--- config.mk ---
export PLATFORM = sky130hd
export DESIGN_NAME = switch_instr_loader
export DESIGN_NICKNAME = d
export VERILOG_FILES = /design/src/rtl/switch_instr_loader.sv
export SDC_FILE = /design/constraint.sdc
export NUM_CORES = 1
export LEC_CHECK = 0
export CAP_MARGIN = 25
export CORE_ASPECT_RATIO = 0.6
export CORE_MARGIN = 3
export CORE_UTILIZATION = 40
export CTS_CLUSTER_SIZE = 16
export DETAILED_ROUTE_END_ITERATION = 12
export GPL_ROUTABILITY_DRIVEN = 1
export SYNTH_ARGS = -nofsm -noshare
export SYNTH_HDL_FRONTEND = slang
export SYNTH_SLANG_ARGS = --single-unit
--- constraint.sdc ---
create_clock -name clock -period 2.2 [get_ports clock]
set_input_delay 0.44 -clock clock [delete_from_list [all_inputs] [get_ports clock]]
set_output_delay 0.44 -clock clock [all_outputs]
set_load 0.02 [all_outputs]
--- src/rtl/switch_instr_loader.sv ---
// rtl/switch_instr_loader.sv - debounced switch-to-instruction-memory loader with CPU hold
// Optional last_word display register is built only when LOADER_LAST_WORD_EN is defined.
module switch_instr_loader #(
  parameter int DATA_W          = 16,
  parameter int ADDR_W          = 5,
  parameter int DEBOUNCE_CYCLES = 250000
) (
  input  logic              clock,
  input  logic              reset,
  input  logic              load_mode,
  input  logic              key_load_n,
  input  logic [DATA_W-1:0] sw_data,
  input  logic              mem_ready,
  output logic              mem_wr,
  output logic [ADDR_W-1:0] mem_addr,
  output logic [DATA_W-1:0] mem_data,
  output logic [ADDR_W:0]   count,
  output logic              full,
  output logic              cpu_hold
`ifdef LOADER_LAST_WORD_EN
  ,
  output logic [DATA_W-1:0] last_word
`endif
);

  localparam int DB_W = (DEBOUNCE_CYCLES > 1) ? $clog2(DEBOUNCE_CYCLES) : 1;
  localparam logic [DB_W-1:0] DB_LAST = DB_W'(DEBOUNCE_CYCLES - 1);
  localparam logic [ADDR_W:0] WORDS   = {1'b1, {ADDR_W{1'b0}}};

  typedef enum logic [2:0] {
    S_IDLE,
    S_WAIT_PRESS,
    S_DB_PRESS,
    S_WRITE,
    S_DB_RELEASE,
    S_FULL
  } state_t;

  state_t          state;
  logic [DB_W-1:0] db_cnt;
  logic            key_meta;
  logic            key_s;
  logic            mode_meta;
  logic            mode_s;

  always_ff @(posedge clock or negedge reset) begin
    if (!reset) begin
      state     <= S_IDLE;
      mem_wr    <= 1'b0;
      mem_addr  <= '0;
      mem_data  <= '0;
      count     <= '0;
      full      <= 1'b0;
      cpu_hold  <= 1'b0;
      db_cnt    <= '0;
      key_meta  <= 1'b1;
      key_s     <= 1'b1;
      mode_meta <= 1'b0;
      mode_s    <= 1'b0;
    end else begin
      key_meta  <= key_load_n;
      key_s     <= key_meta;
      mode_meta <= load_mode;
      mode_s    <= mode_meta;

      case (state)
        S_IDLE: begin
          // count, mem_addr and full stay readable here until loading restarts
          if (mode_s) begin
            state    <= S_WAIT_PRESS;
            mem_addr <= '0;
            count    <= '0;
            full     <= 1'b0;
            cpu_hold <= 1'b1;
          end
        end

        S_WAIT_PRESS: begin
          if (!mode_s) begin
            state    <= S_IDLE;
            cpu_hold <= 1'b0;
          end else if (!key_s) begin
            state  <= S_DB_PRESS;
            db_cnt <= '0;
          end
        end

        S_DB_PRESS: begin
          if (!mode_s) begin
            state    <= S_IDLE;
            cpu_hold <= 1'b0;
          end else if (key_s) begin
            state <= S_WAIT_PRESS;
          end else if (db_cnt == DB_LAST) begin
            mem_data <= sw_data;
            mem_wr   <= 1'b1;
            state    <= S_WRITE;
          end else begin
            db_cnt <= db_cnt + 1'b1;
          end
        end

        S_WRITE: begin
          // A started write always completes, even if loading was switched off meanwhile
          if (mem_ready) begin
            mem_wr   <= 1'b0;
            count    <= count + 1'b1;
            mem_addr <= mem_addr + 1'b1;
            db_cnt   <= '0;
            if (mode_s) begin
              state <= S_DB_RELEASE;
            end else begin
              state    <= S_IDLE;
              cpu_hold <= 1'b0;
            end
          end
        end

        S_DB_RELEASE: begin
          if (!mode_s) begin
            state    <= S_IDLE;
            cpu_hold <= 1'b0;
          end else if (!key_s) begin
            db_cnt <= '0;
          end else if (db_cnt == DB_LAST) begin
            if (count == WORDS) begin
              full  <= 1'b1;
              state <= S_FULL;
            end else begin
              state <= S_WAIT_PRESS;
            end
          end else begin
            db_cnt <= db_cnt + 1'b1;
          end
        end

        S_FULL: begin
          if (!mode_s) begin
            state    <= S_IDLE;
            cpu_hold <= 1'b0;
          end
        end

        default: begin
          state    <= S_IDLE;
          mem_wr   <= 1'b0;
          cpu_hold <= 1'b0;
        end
      endcase
    end
  end

`ifdef LOADER_LAST_WORD_EN
  always_ff @(posedge clock or negedge reset) begin
    if (!reset) begin
      last_word <= '0;
    end else if (mem_wr && mem_ready) begin
      last_word <= mem_data;
    end
  end
`else
  // Build without the last-word display register.
`endif

endmodule
==> impl_summary.log, run 1 <==
INFO  metric run_status = complete, no violations
INFO  metric synth_compound_gate_area_share = ~11%
INFO  metric placeableCoreArea = roughly 6800 sq um
INFO  metric antenna-diode-count = 0
INFO  metric via_count = around 2200
INFO  metric grt_pass1_vias = ~2100
INFO  metric syn-mean-instance-area = roughly 11 sq um
INFO  metric clkTransAtPathRegs = ~0.070 ns
INFO  metric ys_types = 58
INFO  metric route.detailed.drc = 0
INFO  metric starting_drc_count_in_detailed_routing = approximately 120
INFO  metric detailedPlacementHpwl = 4650 um
INFO  metric hold_path_class = in2async
INFO  metric p_comb_share = 30.7%
INFO  metric postRouteAntennaNets = 0
INFO  metric number_of_antenna_violations_at_the_first_check_in_global_routing = 0
INFO  metric synth.ff_latch_count = 55
INFO  metric crit_type = reg2reg
INFO  metric timing_max_transition_violations_final = 0
INFO  metric rr_startpoint = db_cnt[0]$_DFFE_PN0P_
INFO  metric drv.max_cap_violation_count = 0
INFO  metric clock_insertion_delay_worst_skew = slightly below 0.3 ns
INFO  metric path_max_fanout = 16
INFO  metric asyncSetResetFlopFracSynth = 100%
INFO  metric grt_setup_unrepaired = no
INFO  metric finalCriticalPeriod = roughly 2 ns
INFO  metric synthesis.yosys.warnings = 0
INFO  metric p_int = approximately 1.9 mW
INFO  metric clock_tree.buffer_depth = 2
INFO  metric growth_of_design_area_from_synthesis_to_finish = 30.1%
INFO  metric worst_pin_slew = roughly 0.48 ns
INFO  metric max_clock_freq = approximately 490 MHz
INFO  metric post_synth_and_or_nand_nor_area_fraction = between 20% and 30%
INFO  metric power.leakage = around 1.6 nW
INFO  metric layout.filler_cells = between 500 and 600
INFO  metric p_per_area = 784 nW/um^2
INFO  metric grt.total_usage = between 15 and 20%
INFO  metric setup_slack = approximately 0.15 ns
INFO  metric wl_met1 = about 3400 um
INFO  metric grt-ovfl-total = 0
INFO  metric grt_start_max_net_pins = between 50 and 60
INFO  metric skew = around 0.0077 ns
INFO  metric post-layout-total-power = between 2 and 3 mW
INFO  metric ys_dominant_reg_cell = sky130_fd_sc_hd__dfrtp_1
INFO  metric boundaryPins = between 50 and 60
INFO  metric switching_power = between 0.9 and 1 mW
INFO  metric dieArea = ~8100 sq um
INFO  metric crit-reg2reg-capture = mem_data[6]$_DFFE_PN0P_
INFO  metric post_route_cells_drive_above_1_share = around 17%
INFO  metric final_min_period_over_clock_period = 93.2%
INFO  metric first_pass_iters = 7
INFO  metric die_width = 114 um
INFO  metric dr_wl_met2 = around 2400 um
INFO  metric totalWireLength = 6430 um
INFO  metric synth_top_family_by_area = simple AND/OR/NAND/NOR gates
INFO  metric pre_cts_ws = 0.120 ns
INFO  metric timing_hold_violations_final = 0
INFO  metric synth-seq-area-share = about half
INFO  metric port-buffer-count = 50
INFO  metric setup-tns-final = 0 ns
INFO  metric place.gp.congestion = roughly 0.90
INFO  metric number_of_enable_type_register_cells_in_the_synthesized_netlist = 0
INFO  metric synthAdderAreaFrac = 3.46%
INFO  metric required = roughly 2.4 ns
INFO  metric area_of_the_mapped_netlist = approximately 2800 sq um
INFO  metric slew-limit-headroom = about two thirds
INFO  metric setup_viol = 0
INFO  metric number_of_instances_in_the_synthesized_netlist = approximately 260
INFO  metric cts_htree_levels = 2
INFO  metric swShare = approximately 34%
INFO  metric root_buffer = sky130_fd_sc_hd__clkbuf_16
INFO  metric grt_pass1_wl = between 10000 and 15000 um
INFO  metric vdd_ir_drop_max = approximately 580 uV
INFO  metric maxUsedRoutingLayer = met4
INFO  metric post_synth_mux_area_share = between 8 and 9%
INFO  metric cts.repair_timing.setup_buffer_count = 0
INFO  metric core.rowCount = 23
INFO  metric synth.net_count = 286
INFO  metric nets = 353
INFO  metric tritoncts.num_buffers = 5
INFO  metric fp.dieH = ~71 um
INFO  metric worst_setup_path_start_kind = flip-flop
INFO  metric register_to_register_path_depth = 7
INFO  metric worst-endpoint-arrival = 2.22 ns
INFO  metric initial_utilization = between 40% and 50%
INFO  metric clock_power_share = approximately 28%
INFO  metric clk_sinks = 55
INFO  metric reg2reg_slack = ~0.15 ns
INFO  metric power.sequential.fraction = slightly above 40%
INFO  metric routed_wire_length_per_instance = 15.6 um
INFO  metric met3_length = a little under 600 um
INFO  metric setup.worst_path.end_class = flip-flop
INFO  metric synth-xor-area-share = 4.97%
INFO  metric via_per_inst = about 5.4
INFO  metric clock_tree_from_tritoncts = yes
## logic make-up after synthesis
| group | after synthesis |
|---|---|
| AND/OR/NAND/NOR | 103 |
| multiplexers | 17 |
| adder cells (fa/ha/maj) | 8 |
| AO/OA/AOI/OAI | 47 |
| XOR/XNOR | 16 |
| flip-flops | 55 |
| buffers and inverters | 12 |
## state kept, by name (all words and copies together), names as in the netlist
| name | count |
|---|---|
| state | 3 |
| mem_data | 16 |
| mode_s | 1 |
| mem_wr | 1 |
| db_cnt | 18 |
| count | 6 |
| mode_meta | 1 |
| mem_addr | 5 |
| cpu_hold | 1 |
| full | 1 |
| key_meta | 1 |
| key_s | 1 |
## repair_timing
item                                    4_1_cts  5_1_grt
hold buffers                                  0        0
endpoints found under the setup margin        0       16
endpoints found under the hold margin         0        0
resized for setup                             0        2
## cell type report
type	count	area, sq um	share of cell area [%]
clock buffers	7	143	3.89
well taps	87	109	2.97
clock inverters	1	5.00	0.136
flip-flops and latches	55	1380	37.6
multi-input cells	191	1370	37.2
repair buffers	67	648	17.7
inverters	5	18.8	0.512
## per-stage QoR
stage | utilization, % | hold slack [ns] | instance area, sq um | std cells
after CTS | 54.0 | 0.153 | 3650 | 413
after global placement | 51.8 | 0.336 | 3500 | 405
after global routing | 54.2 | 0.166 | 3670 | 413
after detailed placement | 51.8 | 0.336 | 3500 | 405
after floorplan | - | 0.144 | 2820 | 258
final | 54.2 | 0.138 | 3670 | 413
## critical path: stages, from the launching register on
cell,delay (ns)
sky130_fd_sc_hd__dfrtp_1,0.41
sky130_fd_sc_hd__ha_1,0.21
sky130_fd_sc_hd__nand3_2,0.13
sky130_fd_sc_hd__nor4_4,0.22
sky130_fd_sc_hd__nand4_1,0.22
sky130_fd_sc_hd__nor3_4,0.21
sky130_fd_sc_hd__buf_12,0.19
sky130_fd_sc_hd__mux2_2,0.34
## Yosys cell counts, types with 4 or more instances
| master | n | share of area, % |
|---|---|---|
| sky130_fd_sc_hd__nand4_1 | 11 | 2.4 |
| sky130_fd_sc_hd__nand2_1 | 19 | 2.5 |
| sky130_fd_sc_hd__mux2_2 | 6 | 2.4 |
| sky130_fd_sc_hd__o21ai_0 | 18 | 3.2 |
| sky130_fd_sc_hd__dfrtp_1 | 53 | 47 |
| sky130_fd_sc_hd__xor2_1 | 15 | 4.7 |
| sky130_fd_sc_hd__a21oi_1 | 8 | 1.4 |
| sky130_fd_sc_hd__nand3b_1 | 5 | 1.3 |
| sky130_fd_sc_hd__nor2_1 | 29 | 3.9 |
| sky130_fd_sc_hd__nand3_1 | 8 | 1.4 |
| sky130_fd_sc_hd__inv_1 | 5 | 0.67 |
| sky130_fd_sc_hd__mux2_4 | 10 | 5.3 |
| sky130_fd_sc_hd__ha_1 | 7 | 3.1 |
| sky130_fd_sc_hd__or3_1 | 4 | 0.89 |
## cells in the final DEF (no fill, tap or decap), types with 6 or more instances in the layout
master / n
sky130_fd_sc_hd__o21ai_0: 18
sky130_fd_sc_hd__clkdlybuf4s50_1: 49
sky130_fd_sc_hd__dfrtp_1: 53
sky130_fd_sc_hd__mux2_2: 6
sky130_fd_sc_hd__ha_1: 7
sky130_fd_sc_hd__mux2_4: 10
sky130_fd_sc_hd__nand2_1: 19
sky130_fd_sc_hd__xor2_1: 15
sky130_fd_sc_hd__a21oi_1: 8
sky130_fd_sc_hd__nand4_1: 11
sky130_fd_sc_hd__nor2_1: 29
sky130_fd_sc_hd__nand3_1: 8
sky130_fd_sc_hd__buf_4: 15
## power by group through the flow
stage | Combinational, mW | Clock [mW] | Sequential, mW
floorplan | 0.593 | 0 | 1.20
global placement | 0.877 | 0 | 1.20
detailed placement | 0.874 | 0 | 1.21
CTS | 0.882 | 0.829 | 1.19
global route | 0.988 | 0.873 | 1.20
finish | 0.883 | 0.806 | 1.19
## layer usage
layer | global-route usage, % | vias up
met4 | 3.95 | 0
met1 | 26.6 | 1062
li1 | - | 1070
met3 | 6.84 | 7
met2 | 21.1 | 89
met5 | 0 | -
## worst max-delay path by stage
stage	from	endpoint	cells after the start
after CTS	db_cnt[0]$_DFFE_PN0P_	mem_data[6]$_DFFE_PN0P_	7
after global placement	mem_ready	db_cnt[3]$_DFFE_PN0P_	6
after detailed placement	db_cnt[0]$_DFFE_PN0P_	mem_data[5]$_DFFE_PN0P_	7
after floorplan	db_cnt[0]$_DFFE_PN0P_	mem_data[0]$_DFFE_PN0P_	7
final	db_cnt[0]$_DFFE_PN0P_	mem_data[6]$_DFFE_PN0P_	7
after global routing	db_cnt[0]$_DFFE_PN0P_	mem_data[3]$_DFFE_PN0P_	7
Note: power is estimated with default switching activity, not from simulation.
==> run 2: changes to the inputs <==
- CTS_BUF_LIST: unset -> sky130_fd_sc_hd__clkbuf_4 sky130_fd_sc_hd__clkbuf_8
- PLACE_DENSITY: unset -> 0.66
- clock period: 2.2 -> 1.75 ns (I/O delays scaled with it)
==> impl_summary.log, run 2 (synthesis gave the netlist of run 1 again) <==
INFO  metric run_status = complete, but fails checks
INFO  metric violations_in_the_final_reports = setup timing
INFO  metric detailedPlacementHpwl = ~5400 um
INFO  metric route.detailed.drc = 0
INFO  metric final_cell_count_without_fillers = roughly 460
INFO  metric power.sequential.fraction = around 38%
INFO  metric drv.max_cap_violation_count = 0
INFO  metric reg2reg_slack = -0.16 ns
INFO  metric grt.total_usage = roughly a fifth
INFO  metric timing_hold_violations_final = 0
INFO  metric power.leakage = between 2 and 2.5 nW
INFO  metric finalCoreUtilization = 61.9%
INFO  metric swShare = around 37%
INFO  metric placed_cells = 441
INFO  metric worst_setup_path_start_kind = flip-flop
INFO  metric clock_power_share = 20.2%
INFO  metric antenna-diode-count = 0
INFO  metric first_pass_iters = 4
INFO  metric number_of_antenna_violations_at_the_first_check_in_global_routing = 0
INFO  metric top_regs = db_cnt x18, mem_data x16, count x6
INFO  metric core.rowCount = 23
INFO  metric clock_tree_from_tritoncts = yes
INFO  metric timing_max_transition_violations_final = 0
INFO  metric skew = roughly 0.015 ns
INFO  metric largest_register_ff_count = 18
INFO  metric finalCriticalPeriod = between 1.5 and 2 ns
INFO  metric crit_type = reg2reg
INFO  metric slew-limit-headroom = between 70 and 80%
INFO  metric regMostFlops = db_cnt
INFO  metric worst_pin_slew = slightly below 0.4 ns
INFO  metric setup-tns-final = -3.04 ns
INFO  metric placeableCoreArea = 6760 sq um
INFO  metric final_min_period_over_clock_period = 109%
INFO  metric nets = about 400
INFO  metric starting_drc_count_in_detailed_routing = ~110
INFO  metric vdd_ir_drop_max = around 750 uV
INFO  metric worst-endpoint-arrival = 2.12 ns
INFO  metric port-buffer-count = 50
INFO  metric cp_num_buf_inv = 1
INFO  metric clk_sinks = 55
INFO  metric grt_start_max_net_pins = 21
INFO  metric place.gp.congestion = 0.903
INFO  metric boundaryPins = 51
INFO  metric totalWireLength = 7580 um
INFO  metric layout_common_cells = sky130_fd_sc_hd__dfrtp_1 (52), sky130_fd_sc_hd__buf_4 (51), sky130_fd_sc_hd__clkdlybuf4s50_1 (39)
INFO  metric die_width = roughly 110 um
INFO  metric grt_setup_unrepaired = yes
INFO  metric clkTransAtPathRegs = roughly 0.11 ns
INFO  metric fp.dieH = roughly 71 um
INFO  metric switching_power = around 1.4 mW
INFO  metric p_int = 2.47 mW
INFO  metric timing.critical_path.slowest_cell_delay = 0.42 ns
INFO  metric grt_pass1_wl = 12100 um
INFO  metric p_comb_share = around two fifths
INFO  metric p_per_area = ~930 nW/um^2
INFO  metric finish.instance_area = between 4000 and 5000 sq um
INFO  metric setup.worst_path.end_class = flip-flop
INFO  metric cts_htree_levels = 2
INFO  metric hold_path_class = reg2reg
INFO  metric path_max_fanout = 8
INFO  metric clock_tree.buffer_depth = 2
INFO  metric via_count = roughly 2400
INFO  metric postRouteAntennaNets = 0
INFO  metric timing.critical_path.cells = nor4_1, and4b_1, nand4_1, nor3_4, buf_6, mux2_4
INFO  metric pre_cts_ws = -0.256 ns
INFO  metric setup_slack = -0.165 ns
INFO  metric post-layout-total-power = ~3.9 mW
INFO  metric layout.cells.most_common = sky130_fd_sc_hd__dfrtp_1
INFO  metric critPathTopFamily = simple AND/OR/NAND/NOR gates
INFO  metric grt_pass1_vias = approximately 2400
INFO  metric initial_utilization = a little over two fifths
INFO  metric grt-ovfl-total = 0
INFO  metric setup_viol = 27
INFO  metric via_per_inst = ~5.2
INFO  metric growth_of_design_area_from_synthesis_to_finish = 48.6%
INFO  metric timing.critical_path.slowest_stage_cell = sky130_fd_sc_hd__dfrtp_1
INFO  metric routed_wire_length_per_instance = approximately 16 um
INFO  metric root_buffer = sky130_fd_sc_hd__clkbuf_8
INFO  metric post_route_cells_drive_above_1_share = around 34%
INFO  metric required = about 2 ns
INFO  metric max_clock_freq = about 520 MHz
INFO  metric tritoncts.num_buffers = 5
INFO  metric dieArea = approximately 8000 sq um
INFO  metric detailed_place.area = approximately 3800 sq um
INFO  metric fin_hold_ws = roughly 0.36 ns
INFO  metric clock_insertion_delay_worst_skew = approximately 0.33 ns
run 2: changes by cell type in the layout (fill, tap and decap cells not counted), sizes merged:
cell	change
clkbuf	-2
inv	+2
buf	+47
dlygate4sd2	+2
clkdlybuf4s50	-10
dlymetal6s2s	+8
dlygate4sd3	+1
run 2: path summary, 6_finish.rpt:
check / from / endpoint / depth (start not counted)
worst max-delay path: db_cnt[11]$_DFFE_PN0P_ / mem_data[3]$_DFFE_PN0P_ / 6
worst min-delay path: mode_meta$_DFF_PN0_ / mode_s$_DFF_PN0_ / 0
worst min register to register: mode_meta$_DFF_PN0_ / mode_s$_DFF_PN0_ / 0
min in group asynchronous: reset / mem_data[2]$_DFFE_PN0P_ / 2
worst max register to register: db_cnt[11]$_DFFE_PN0P_ / mem_data[3]$_DFFE_PN0P_ / 6
max in group asynchronous: reset / db_cnt[9]$_DFFE_PN0P_ / 3
run 2: cell type report:
class	instances	area, sq um
multi-input combinational	191	1530
timing repair buffer	115	1050
fill	557	2570
sequential	55	1380
clock buffer	5	68.8
clock inverter	3	31.3
inverter	5	18.8
tap	87	109
run 2: timing repair:
| item | in CTS | in global routing |
|---|---|---|
| gates cloned | 1 | 1 |
| buffers inserted | 7 | 4 |
| hold buffers | 1 | 0 |
| endpoints found under the setup margin | 34 | 48 |
| resized for setup | 32 | 37 |
| pin swaps | 18 | 16 |
| endpoints found under the hold margin | 13 | 0 |
run 2: routing by layer:
metal	up-vias	global-route usage (%)	part of all wire, %	wire length (um)
met4	0	4.22	0.58	44
met1	1156	29.5	49	3750
met5	-	0	0	0
met2	93	24.5	41	3100
li1	1163	-	-	-
met3	6	8.03	9.0	684
run 2: power by group through the flow:
stage / Sequential (mW) / Clock, mW / Combinational, mW
floorplan: 1.51 / 0 / 0.771
global placement: 1.48 / 0 / 1.34
detailed placement: 1.49 / 0 / 1.37
CTS: 1.48 / 0.812 / 1.48
global route: 1.50 / 0.864 / 1.78
finish: 1.49 / 0.790 / 1.63
==> run 3: changes to the inputs <==
- CORE_ASPECT_RATIO: 0.6 -> unset
==> impl_summary.log, run 3 (synthesis gave the netlist of run 1 again) <==
INFO  metric nets = 408
INFO  metric hold_path_class = reg2reg
INFO  metric timing_max_transition_violations_final = 0
INFO  metric swShare = 35.7%
INFO  metric grt_pass1_vias = 2416
INFO  metric grt_setup_unrepaired = yes
INFO  metric clock_tree_from_tritoncts = yes
INFO  metric largest_register_ff_count = 18
INFO  metric path_max_fanout = 16
INFO  metric via_per_inst = 5.12
INFO  metric growth_of_design_area_from_synthesis_to_finish = 52.4%
INFO  metric regMostFlops = db_cnt
INFO  metric placeableCoreArea = about 6600 sq um
INFO  metric clock_insertion_delay_worst_skew = between 0.3 and 0.4 ns
INFO  metric timing_hold_violations_final = 0
INFO  metric run_status = complete, but fails checks
INFO  metric worst_setup_path_start_kind = flip-flop
INFO  metric tritoncts.num_buffers = 5
INFO  metric p_per_area = between 900 and 1000 nW/um^2
INFO  metric max_clock_freq = 517 MHz
INFO  metric required = just under 2 ns
INFO  metric cts_htree_levels = 2
INFO  metric power.sequential.fraction = between 30% and 40%
INFO  metric postRouteAntennaNets = 0
INFO  metric clkTransAtPathRegs = 0.12 ns
INFO  metric routed_wire_length_per_instance = about 15 um
INFO  metric clock_power_share = between 20% and 30%
INFO  metric clk_sinks = between 50 and 60
INFO  metric setup.worst_path.end_class = flip-flop
INFO  metric violations_in_the_final_reports = setup timing
INFO  metric place.gp.congestion = between 0.8 and 0.9
INFO  metric grt.total_usage = between 15 and 20%
INFO  metric grt_start_max_net_pins = 45
INFO  metric p_comb_share = 42.4%
INFO  metric port-buffer-count = 50
INFO  metric starting_drc_count_in_detailed_routing = 219
INFO  metric final_min_period_over_clock_period = 111%
INFO  metric worst-endpoint-arrival = about 2.2 ns
INFO  metric drv.max_cap_violation_count = 0
INFO  metric fin_hold_ws = between 0.3 and 0.4 ns
INFO  metric via_count = 2425
INFO  metric crit_type = reg2reg
INFO  metric layout_common_cells = sky130_fd_sc_hd__buf_4 (55), sky130_fd_sc_hd__dfrtp_1 (52), sky130_fd_sc_hd__clkdlybuf4s50_1 (42)
INFO  metric power.leakage = just under 2 nW
INFO  metric slew-limit-headroom = 78.4%
INFO  metric core.rowCount = 29
INFO  metric antenna-diode-count = 0
INFO  metric top_regs = db_cnt x18, mem_data x16, count x6
INFO  metric p_int = around 2.5 mW
INFO  metric initial_utilization = approximately 43%
INFO  metric route.detailed.drc = 0
INFO  metric switching_power = approximately 1.4 mW
INFO  metric setup_viol = 27
INFO  metric clock_tree.buffer_depth = 2
INFO  metric totalWireLength = about 7100 um
INFO  metric first_pass_iters = 6
INFO  metric layout.cells.most_common = sky130_fd_sc_hd__buf_4
INFO  metric die_width = approximately 90 um
INFO  metric post_route_cells_drive_above_1_share = 35.7%
INFO  metric root_buffer = sky130_fd_sc_hd__clkbuf_8
INFO  metric vdd_ir_drop_max = roughly 450 uV
INFO  metric grt-ovfl-total = 0
INFO  metric boundaryPins = 51
INFO  metric setup-tns-final = -3.25 ns
INFO  metric skew = between 0.009 and 0.01 ns
INFO  metric finalCriticalPeriod = approximately 1.9 ns
INFO  metric number_of_antenna_violations_at_the_first_check_in_global_routing = 0
INFO  metric fp.dieH = roughly 90 um
INFO  metric setup_slack = -0.185 ns
INFO  metric grt_pass1_wl = roughly 11000 um
INFO  metric dieArea = between 8000 and 9000 sq um
INFO  metric worst_pin_slew = 0.324 ns
INFO  metric detailedPlacementHpwl = 4870 um
## run 3: cell types whose count changed in the layout (fill, tap and decap cells not counted), sizes merged
cell | previous run | this run
dlymetal6s2s | 8 | 3
dlygate4sd2 | 2 | 4
inv | 7 | 8
clkinv | 1 | 0
clkdlybuf4s50 | 39 | 42
buf | 65 | 72
## run 3: path summary, 6_finish.rpt
check                                 startpoint  slack [ns]  cells past startpoint                       to
max                        db_cnt[4]$_DFFE_PN0P_       -0.18                      6  mem_data[3]$_DFFE_PN0P_
min                           key_meta$_DFF_PN1_        0.36                      0          key_s$_DFF_PN1_
max reg2reg                db_cnt[4]$_DFFE_PN0P_       -0.18                      6  mem_data[3]$_DFFE_PN0P_
min reg2reg                   key_meta$_DFF_PN1_        0.36                      0          key_s$_DFF_PN1_
max in group asynchronous                  reset        0.73                      3          key_s$_DFF_PN1_
min in group asynchronous                  reset        0.45                      2    db_cnt[7]$_DFFE_PN0P_
## run 3: timing repair
| action | 4_1_cts | 5_1_grt |
|---|---|---|
| setup endpoints to repair | 29 | 45 |
| endpoints found under the hold margin | 11 | 0 |
| gates resized for setup | 17 | 43 |
| hold buffers | 1 | 0 |
| pin swaps | 16 | 18 |
| setup buffers | 11 | 6 |
## run 3: layout make-up
type | count | area, sq um
repair buffers | 122 | 1140
well taps | 93 | 116
clock buffers | 5 | 68.8
fillers | 505 | 2310
flip-flops and latches | 55 | 1380
inverters | 5 | 18.8
clock inverters | 3 | 28.8
multi-input cells | 191 | 1540
## run 3: layer usage
layer | track usage [%] | part of all wire (%) | vias up | routed length, um
met5 | 0 | 0 | - | 0
met4 | 4.97 | 1.2 | 0 | 85
met3 | 2.92 | 4.4 | 7 | 308
met2 | 26.9 | 48 | 67 | 3380
met1 | 24.0 | 47 | 1171 | 3310
li1 | - | - | 1180 | -
## run 3: worst max-delay path, stage by stage (launching register included)
cell                      delay [ns]
sky130_fd_sc_hd__dfrtp_1        0.40
sky130_fd_sc_hd__nor4_2         0.26
sky130_fd_sc_hd__and4b_1        0.22
sky130_fd_sc_hd__nand4_1        0.18
sky130_fd_sc_hd__nor3_4         0.24
sky130_fd_sc_hd__buf_12         0.21
sky130_fd_sc_hd__mux2_2         0.34
## run 3: power groups by stage
stage	clock [mW]	combinational, mW	sequential (mW)
detailed placement	0	1.39	1.49
global route	0.848	1.80	1.49
global placement	0	1.38	1.48
CTS	0.803	1.53	1.46
finish	0.780	1.65	1.47
floorplan	0	0.771	1.51
## run 3: metrics by stage
stage | instance area [sq um] | instances | power, mW | setup WS [ns] | utilization (%)
after floorplan | 2840 | 258 | 2.28 | -0.265 | -
after global placement | 3840 | 449 | 2.86 | -0.201 | 58.2
after detailed placement | 3840 | 449 | 2.88 | -0.243 | 58.2
after CTS | 4100 | 469 | 3.79 | -0.184 | 62.1
after global routing | 4300 | 474 | 4.14 | -0.264 | 65.1
final | 4300 | 474 | 3.90 | -0.185 | 65.1
==> RTL change, RTL diff (settings of run 2) <==
Set the parameter `DATA_W` to 18 (it was 16).
--- a/src/rtl/switch_instr_loader.sv
+++ b/src/rtl/switch_instr_loader.sv
@@ -1,7 +1,7 @@
 // rtl/switch_instr_loader.sv - debounced switch-to-instruction-memory loader with CPU hold
 // Optional last_word display register is built only when LOADER_LAST_WORD_EN is defined.
 module switch_instr_loader #(
-  parameter int DATA_W          = 16,
+  parameter int DATA_W          = 18,
   parameter int ADDR_W          = 5,
   parameter int DEBOUNCE_CYCLES = 250000
 ) (
Interface: changed (resized mem_data and sw_data); port bits go from 51 to 55. The function was not compared with the original's and may differ.
==> RTL change against run 2 <==
  * Routed wire length is 1.1% higher
  * Cell area rose by 3.8%
  * The run still ends with setup timing left
  * Sequential cell count increased by 2
  * Total power grew 7.0%
  * Worst setup slack better by 0.040 ns
  * Final cell count is 2.4% higher
  * Fmax increased by 2.1%
  * Synthesized area is 3.4% higher
==> RTL change: results <==
cts:
  htreeDepth: 3
  path_clk_slew_ns: 0.06
  postCtsSetupRepairBufs: 2
global_routing:
  globalRouteMet2Util_pct: 24.35
  grt_use_met1_pct: 30.01
  grt_pass1_vias: 2475
  grt_pass1_wl_um: 12530
power_and_ir_drop:
  leakagePower_nw: 2.097
logic_synthesis:
  syn_nets: 296
  synthDistinctLibCells: 60
  synth_area_leaders: "dfrtp_1 (47%), mux2_4 (5.2%), nor2_1 (3.5%)"
cells_and_area:
  multi_input_area_mm2: 0.001530
  bufAreaShareNonClock_pct: 24.32
  seq_share_pct: 32.95
  design.seq.count: 57
  fin_cells: 472
critical_path:
  cp_max_fo: 9
  arrival_ns: 2.10
timing:
  clock_skew_ns: 0.006044
  setup_ws_ns: -0.1246
  finalSetupViolations: 18
placement:
  port_buffers: 54
  gp_congestion: 0.9194
routing:
  wl_met3_um: 637
  wl_per_cell_um: 16.23
run_status:
  violations: "setup timing"
  status: "finished, violations left"
RTL change: per-stage QoR:
step	hold slack, ns	setup WS, ns
final	0.3559	-0.1246
after floorplan	0.05441	-0.1401
after global placement	0.3115	-0.2751
after global routing	0.3583	-0.1969
after detailed placement	0.3164	-0.2821
after CTS	0.3569	-0.1385
RTL change: cells by family (layout without fill, tap and decap cells):
logic type                 after synthesis  after routing  share of synthesized area, %
and+or+nand+nor                        105            105                         20.31
DFF                                     57             57                         49.03
AOI/OAI and AO/OA                       44             44                         9.791
muxes                                   20             20                         8.931
xor gates and xnor gates                18             18                         5.668
buffers and inverters                   15            134                         3.263
adders and majority gates                7              7                         3.005
RTL change: critical path, stage by stage (launching register included):
cell and delay (ns):
dfrtp_1 0.41, nor4b_4 0.32, nand3_2 0.15, nor2_4 0.13
and4_4 0.28, buf_12 0.14, mux2_2 0.33
RTL change: where the power goes:
part,switching (mW),internal (mW)
clock network,0.520,0.740
logic,0.722,0.646
registers,0.125,1.43
total,1.37,2.82
